[src/rtl/coin_change_dispenser.sv]
// Change payout engine: validates a BCD change request and pays it out greedily
// (25c, 10c, 5c) through a 4-phase coin_req/coin_ack handshake.
module coin_change_dispenser #(
    parameter int MAX_CHANGE  = 35,
    parameter int ACK_TIMEOUT = 1000,
    parameter int GAP_CYCLES  = 4
) (
    input  logic       clk,
    input  logic       clr,
    input  logic       start,
    input  logic [7:0] change_bcd,
    input  logic       coin_ack,
    output logic       coin_req,
    output logic [2:0] coin_sel,
    output logic [7:0] remaining_bcd,
    output logic       busy,
    output logic       done,
    output logic       error
);

    localparam int TW = $clog2(ACK_TIMEOUT + 1);
    localparam int GW = $clog2(GAP_CYCLES + 2);
    localparam logic [TW-1:0] TMO_LAST = TW'(ACK_TIMEOUT - 1);
    localparam logic [GW-1:0] GAP_LAST = GW'((GAP_CYCLES > 0) ? GAP_CYCLES - 1 : 0);
    localparam logic [6:0]    MAX_BIN  = 7'(MAX_CHANGE);

    typedef enum logic [2:0] {IDLE, LOAD, SELECT, REQ, RELEASE, GAP, DONE, FAULT} state_t;

    state_t        state, state_d;
    logic          start_q;
    logic [7:0]    cap;
    logic [6:0]    remaining, remaining_d, coin_val, cap_bin;
    logic [TW-1:0] tmo, tmo_d;
    logic [GW-1:0] gap, gap_d;
    logic          coin_req_d, busy_d, done_d, error_d, valid;
    logic [2:0]    coin_sel_d;
    logic [7:0]    remaining_bcd_d;

    function automatic logic [7:0] to_bcd(input logic [6:0] v);
        return {4'(v / 7'd10), 4'(v % 7'd10)};
    endfunction

    always_comb begin
        cap_bin = 7'(cap[7:4]) * 7'd10 + 7'(cap[3:0]);
        valid   = (cap[7:4] <= 4'd9) && (cap[3:0] == 4'd0 || cap[3:0] == 4'd5) &&
                  (cap_bin <= MAX_BIN);
        case (coin_sel)
            3'b100:  coin_val = 7'd25;
            3'b010:  coin_val = 7'd10;
            3'b001:  coin_val = 7'd5;
            default: coin_val = 7'd0;
        endcase
    end

    always_comb begin
        state_d         = state;
        remaining_d     = remaining;
        remaining_bcd_d = remaining_bcd;
        tmo_d           = tmo;
        gap_d           = gap;
        coin_req_d      = coin_req;
        coin_sel_d      = coin_sel;
        error_d         = error;
        done_d          = 1'b0;
        case (state)
            IDLE: begin
                if (start_q) begin
                    error_d = 1'b0;
                    state_d = LOAD;
                end
            end
            LOAD: begin
                if (!valid) begin
                    error_d         = 1'b1;
                    remaining_bcd_d = 8'h00;
                    state_d         = IDLE;
                end else begin
                    remaining_d     = cap_bin;
                    remaining_bcd_d = cap;
                    state_d         = SELECT;
                end
            end
            SELECT: begin
                if (remaining == 7'd0) begin
                    done_d          = 1'b1;
                    remaining_bcd_d = 8'h00;
                    state_d         = DONE;
                end else begin
                    coin_req_d = 1'b1;
                    coin_sel_d = (remaining >= 7'd25) ? 3'b100 :
                                 (remaining >= 7'd10) ? 3'b010 : 3'b001;
                    tmo_d      = '0;
                    state_d    = REQ;
                end
            end
            REQ: begin
                if (coin_ack) begin
                    coin_req_d      = 1'b0;
                    coin_sel_d      = 3'b000;
                    remaining_d     = remaining - coin_val;
                    remaining_bcd_d = to_bcd(remaining - coin_val);
                    state_d         = RELEASE;
                end else if (tmo == TMO_LAST) begin
                    coin_req_d = 1'b0;
                    coin_sel_d = 3'b000;
                    error_d    = 1'b1;
                    state_d    = FAULT;
                end else begin
                    tmo_d = tmo + 1'b1;
                end
            end
            RELEASE: begin
                if (!coin_ack) begin
                    gap_d   = '0;
                    state_d = (GAP_CYCLES == 0) ? SELECT : GAP;
                end
            end
            GAP: begin
                if (gap == GAP_LAST) state_d = SELECT;
                else                 gap_d   = gap + 1'b1;
            end
            DONE:    state_d = IDLE;
            FAULT:   state_d = FAULT;
            default: state_d = IDLE;
        endcase
        busy_d = (state_d != IDLE) && (state_d != FAULT);
    end

    always_ff @(posedge clk or posedge clr) begin
        if (clr) begin
            state         <= IDLE;
            start_q       <= 1'b0;
            cap           <= 8'h00;
            remaining     <= 7'd0;
            remaining_bcd <= 8'h00;
            tmo           <= '0;
            gap           <= '0;
            coin_req      <= 1'b0;
            coin_sel      <= 3'b000;
            busy          <= 1'b0;
            done          <= 1'b0;
            error         <= 1'b0;
        end else begin
            // start is registered once here, so a request is only taken in IDLE
            if (state == IDLE && !start_q && start) begin
                start_q <= 1'b1;
                cap     <= change_bcd;
            end else begin
                start_q <= 1'b0;
            end
            state         <= state_d;
            remaining     <= remaining_d;
            remaining_bcd <= remaining_bcd_d;
            tmo           <= tmo_d;
            gap           <= gap_d;
            coin_req      <= coin_req_d;
            coin_sel      <= coin_sel_d;
            busy          <= busy_d;
            done          <= done_d;
            error         <= error_d;
        end
    end

endmodule

[config.mk]
export PLATFORM = sky130hd
export DESIGN_NAME = coin_change_dispenser
export DESIGN_NICKNAME = d
export VERILOG_FILES = /design/src/rtl/coin_change_dispenser.sv
export SDC_FILE = /design/constraint.sdc
export NUM_CORES = 1
export LEC_CHECK = 0
export ABC_CLOCK_PERIOD_IN_PS = 6180
export CAP_MARGIN = 20
export CELL_PAD_IN_SITES_DETAIL_PLACEMENT = 0
export CELL_PAD_IN_SITES_GLOBAL_PLACEMENT = 1
export CORE_ASPECT_RATIO = 0.75
export CORE_MARGIN = 5
export CORE_UTILIZATION = 45
export DETAILED_ROUTE_END_ITERATION = 8
export PLACE_DENSITY = 0.87
export SYNTH_ARGS = -nofsm -noshare
export SYNTH_HDL_FRONTEND = slang
export SYNTH_SLANG_ARGS = --single-unit
[constraint.sdc]
create_clock -name clk -period 6.18 [get_ports clk]
set_input_delay 0.618 -clock clk [delete_from_list [all_inputs] [get_ports clk]]
set_output_delay 0.618 -clock clk [all_outputs]
set_load 0.005 [all_outputs]
==> run summary <==
TritonCTS clock tree - built
Yosys top cell by area - dfrtp_1
Max Cap Viol - 0
final core occ - 52.4%
Cell Rows - 27
critical path class - reg -> reg
gpl congestion - 0.904
Mean Syn Cell Area - 8.69 sq um
CP Launch Type - flop
fin nets - 450
full die area - 9560 sq um
CP Data Arrival Time - 5.64 ns
Seq. cell area - 1180 sq um
Final setup viols - 0
Tightest Pin Transition - 0.931 ns
synth unique cells - 73
Remaining DRCs - 0
sequential share of the synthesized area - 34.0%
Slew HR - 37.7%
top_reg_cell synth - dfrtp_1
vias in the first global route - 2916
initial core utilization - 46.8%
Clk pin slew, worst setup/hold paths - 0.09 ns
largest net degree at the start of global routing - 48
synthesis-stage register bit count - 47
post-synth top area share - 34.0%
Synth area leaders - dfrtp_1 (34%), ha_1 (6.1%), nor2_1 (4.8%)
CTS hold repair buffers - 0
# H-tree levels - 2
reg-to-reg endpoint - remaining_bcd[4]
slowest stage cell, crit path - xnor2_1
first-pass detailed-route iteration total - 4
R2R Setup Slk - 0.77 ns
Net Count, Synth - 430
initial DRC count - 217
placed cell count - 511
status - completed
crit path cell chain - or3b_2 -> ha_1 -> or2_2 -> o211a_1 -> a211oi_4 -> inv_1 -> ha_1 -> or4bb_1 -> o221a_2 -> o211ai_2 -> nor2_2 -> xnor2_1 -> inv_1 -> o211ai_1 -> inv_1 -> ha_1 -> o41ai_1 -> a31oi_1 -> or3_1 -> a31oi_1
DR WL/cell - 15.7 um
total negative slack - 0 ns
wl on met1 - 4350 um
met2 wire len - 3380 um
post-synthesis async set-or-reset flop share - 100%
DR WL met3 - 342 um
antenna violations before repair - 0
CTS Buffer Depth - 2
area delta synth->final - 12.2%
Layout fillers - 696
Die X - 111 um
path type of the worst min-delay path - reg -> reg
RSZ-0062 raised after global routing - false
Max Slew Vio Count - 0
via count - 2956
Post-Syn Instances - 398
core area - 7400 sq um
crit end category - flop
Post-Route WL - 8130 um
CP Data Required Time - 6.41 ns
Top Metal Used - met4
Tcrit/Tclk final - 87.6%
DP HPWL - 6190 um
layout cell share with drive strength beyond 1 - 8.61%
max incr delay on CP - 0.52 ns
IO Port Bufs - 26
crit path max fanout - 8
Worst-Skew Late Latency - 0.30 ns
final std cells w/o fill - 519
FF-to-FF Start - coin_sel[2]
post-CTS sizing - 0
Inserted Clock Buffers - 5
total gr overflow - 0
Fin. Hold Viols - 0
Post-synth EDFFs - 0
Worst Reg-to-Reg Cells - 20
area of the multi-input gates - 2120 sq um
overall routing resource usage - 17.8%
TritonCTS sink count - 47
first-pass GRT wire length - 14300 um
Final ANT Viol Nets - 0
mapped cell area - 3460 sq um
Top Ports - 27
routed vias/inst - 5.70
synth warn - 0
WHS Path Cells - 1
root buffer selected by CTS - clkbuf_8
Die Y - 85.9 um
post-route minimum period - 5.41 ns
start point of the worst hold path - coin_req
Hold EP - coin_req
n_diodes - 0
FMAX - 185 MHz
Worst Skew - 0.00641 ns
post-CTS setup buffers - 0
cells in the mapped netlist (3+ instances only):
master      n
fa_1        3
nor2b_1     6
nor2_1     44
o21a_1      4
o21ai_0    25
nand3_1     7
clkbuf_1    8
o211ai_1    3
or2_2       3
nor3_1      9
a21oi_1    29
and3_1      3
a21o_1      8
inv_1      19
nor4_1      4
dfrtp_1    47
ha_1       17
or3_1       4
nand2_1    40
xnor2_1    11
mux2_2      8
xor2_1     11
nand2b_1    9
o2111ai_1   3
a31oi_1     9
nand4_1     6
state kept, by name, indices dropped and copies added, names as in the netlist:
name	count
busy	1
cap	8
coin_req	1
coin_sel	3
done	1
error	1
gap	3
remaining	7
remaining_bcd	8
start_q	1
state	3
tmo	10
area by class of cell:
class | instances | share of cell area, %
clock inverter | 1 | 0.774
sequential | 47 | 30.3
multi-input combinational | 317 | 54.5
clock buffer | 6 | 1.87
tap | 101 | 3.26
inverter | 19 | 1.84
timing repair buffer | 28 | 7.42
kinds of logic after synthesis:
kind of cell,synth area share (%)
adder cells (fa/ha/maj),7.88
multiplexers,3.18
buffers and inverters,4.85
XOR/XNOR,5.57
AND/OR/NAND/NOR,21.9
AO/OA/AOI/OAI,22.6
flip-flops,34.0
layer usage:
layer,GRT usage (%),vias up
met1,27.4,1415
met3,3.39,8
met2,26.3,59
met5,0,-
li1,-,1474
met4,2.76,0
metrics by stage:
step                      cell area [sq um]  hold WS (ns)  setup slack, ns
after floorplan                        3460         0.466             1.36
after global placement                 3760         0.457            0.961
after detailed placement               3760         0.479            0.796
after CTS                              3860         0.512            0.784
after global routing                   3880         0.554            0.364
final                                  3880         0.498            0.767
worst max-delay path, delay by kind of cell (launching register included):
kind                       cells  cell delay (ns)
DFF                            1             0.42
xor gates and xnor gates       1             0.52
and+or+nand+nor                5             1.82
buffers and inverters          3             0.27
adders and majority gates      3             0.77
AOI/OAI and AO/OA              8             1.53
placed cells by master, fill, tap and decap left out, drive strengths merged, types with 4 or more instances in the layout:
| cell type | n |
|---|---|
| and3 | 5 |
| nand3 | 7 |
| xnor2 | 11 |
| nor3 | 9 |
| nand2 | 40 |
| o21a | 4 |
| ha | 17 |
| a31oi | 9 |
| a211oi | 4 |
| o211ai | 5 |
| or2 | 5 |
| nand4 | 6 |
| or3 | 4 |
| a21oi | 29 |
| a21o | 9 |
| nor2b | 6 |
| xor2 | 11 |
| inv | 19 |
| nand2b | 9 |
| clkdlybuf4s50 | 26 |
| mux2 | 8 |
| nor2 | 45 |
| clkbuf | 6 |
| nor4 | 4 |
| o21ai | 26 |
| dfrtp | 47 |
worst max-delay path by stage:
stage / from / to / slack, ns / depth (start not counted)
4_1_cts: coin_sel[2] / remaining_bcd[4] / 0.78 / 20
2_1_floorplan: coin_sel[2] / remaining_bcd[4] / 1.36 / 20
6_report: coin_sel[2] / remaining_bcd[4] / 0.77 / 20
5_1_grt: coin_sel[2] / remaining_bcd[4] / 0.36 / 22
3_3_place_gp: coin_sel[2] / remaining_bcd[4] / 0.96 / 20
3_5_place_dp: coin_sel[2] / remaining_bcd[4] / 0.80 / 20
Power is left out: the tool's default activity adds up to more than one toggle a clock period on the data nets, which glitch-free logic cannot reach.
==> patch (config.mk and constraints unchanged) <==
The parameter `GAP_CYCLES` goes from 4 to 8.
--- a/src/rtl/coin_change_dispenser.sv
+++ b/src/rtl/coin_change_dispenser.sv
@@ -3,7 +3,7 @@
 module coin_change_dispenser #(
     parameter int MAX_CHANGE  = 35,
     parameter int ACK_TIMEOUT = 1000,
-    parameter int GAP_CYCLES  = 4
+    parameter int GAP_CYCLES  = 8
 ) (
     input  logic       clk,
     input  logic       clr,
Formal check against the unedited RTL: no difference found for any inputs over 10 cycles, from zero or initial values; that may be too few to reach the edited logic, so the function may still have changed.
==> patch against the original RTL <==
Maximum frequency grew 18%. Critical path depth decreased by 1. Setup slack better by 810 ps. Final area increased by 3.6%. Area after synthesis increased by 3.1%. Final cell count up 4.2%. Routed wire length increased by 5.9%. Sequential cell count rose by 1. Largest cell class unchanged. Highest routed layer unchanged.
Power is not shown: default switching activity piles up to over one toggle a cycle in this logic, so the estimate is an artifact.
==> patch: results <==
group,metric,value,unit
synthesis,ys_seq_area_frac,0.337,
global_route,grt_antenna_before_repair,0,
placed_design,post_dp_cell_area,0.00389,mm2
placed_design,place_ws,1670,ps
global_route,grt_pass1_vias,2920,
cts,cts_buffers,5,
placed_design,gp_congestion,0.922,
synthesis,synth_cell_type_count,62,
placed_design,dp_cells,532,
outcome,status,"completed",
detailed_routing,drtPass1Iterations,5,
timing,fin_skew,4.58,ps
global_route,grt_max_degree,49,
final_layout,layout-drive-gt1-share,0.0894,
detailed_routing,viasPerCell,5.85,
global_route,grt_usage,0.183,
final_layout,multi_input_area_share,0.555,
detailed_routing,drt_iter0_drc,316,
final_layout,seq_share,0.299,
final_layout,clk_share,0.0277,
cts,cts.sinks,48,
final_layout,fin_nets,464,
timing,hold_viol,0,
detailed_routing,routed_wl,8610,um
final_layout,multi_input_cells,339,
cts,root_buffer,"clkbuf_8",
final_layout,reg_top3,"tmo x10, cap x8, remaining_bcd x8",
synthesis,yosysWarningCount,0,
detailed_routing,vias,3165,
final_layout,inv_count,11,
synthesis,synthTopCellsByCount,"dfrtp_1 (48), nand2_1 (48), nor2_1 (43)",
placed_design,hpwlAfterDp,6390,um
final_layout,area_growth,12.6,%
floorplan,rows,28,
timing,worstMarginPinSlew,739,ps
final_layout,buf_share,0.0753,
synthesis,synth_area_leaders,"dfrtp_1 (34%), nand2_1 (5.0%), ha_1 (4.9%)",
final_layout,fillCellCount,736,
synthesis,syn_area_per_cell,8.56,um2
synthesis,syn_nets,446,
setup_path,cp_max_fo,12,
setup_path,cp.arrival,4860,ps
final_layout,nNonClkBuffers,30,
global_route,grt_pass1_wl,14600,um
==> patch: cell count changes in the layout (fill, tap and decap cells not counted), sizes merged, moves of 3 or more <==
cell    delta
inv        -8
nand2      +8
nor3       +8
mux2       +6
a211oi     +4
and2       +4
o22ai      +4
a22o       +3
a31oi      -3
ha         -3
o31ai      +3
xnor2      -3
==> patch: layer usage <==
| layer | share of wire | track usage |
|---|---|---|
| met5 | 0 | 0 |
| met4 | 0.017 | 0.0568 |
| met3 | 0.073 | 0.0438 |
| met2 | 0.40 | 0.255 |
| met1 | 0.51 | 0.278 |
==> patch: critical path: stages, from the launching register on <==
cell and delay [ps]:
dfrtp_1 430, or3b_2 510, nand2_1 80, ha_1 180, inv_1 60, fa_1 430
a211oi_1 540, o21ai_0 310, xnor2_1 200, buf_4 200, nand2_1 120, o22ai_1 220
o21a_1 190, nor2_1 50, ha_1 270, inv_1 50, o211ai_1 80, or4_1 420
o211a_1 140, nand2_1 50
==> patch: final timing paths <==
| check | end | slack (ps) | start | cells past startpoint |
|---|---|---|---|---|
| worst max register to register | remaining_bcd[2] | 1580 | coin_sel[2] | 19 |
| worst min-delay path | remaining_bcd[0] | 480 | remaining_bcd[0] | 1 |
| max in group asynchronous | coin_sel[0] | 5110 | clr | 3 |
| worst min register to register | remaining_bcd[0] | 480 | remaining_bcd[0] | 1 |
| min in group asynchronous | cap[0] | 570 | clr | 2 |
| worst max-delay path | remaining_bcd[2] | 1580 | coin_sel[2] | 19 |
==> patch: logic make-up after synthesis <==
| group | share of synthesized area |
|---|---|
| DFF | 0.337 |
| and+or+nand+nor | 0.221 |
| adders and majority gates | 0.0659 |
| xor gates and xnor gates | 0.0442 |
| muxes | 0.0526 |
| buffers and inverters | 0.0382 |
| AOI/OAI and AO/OA | 0.241 |
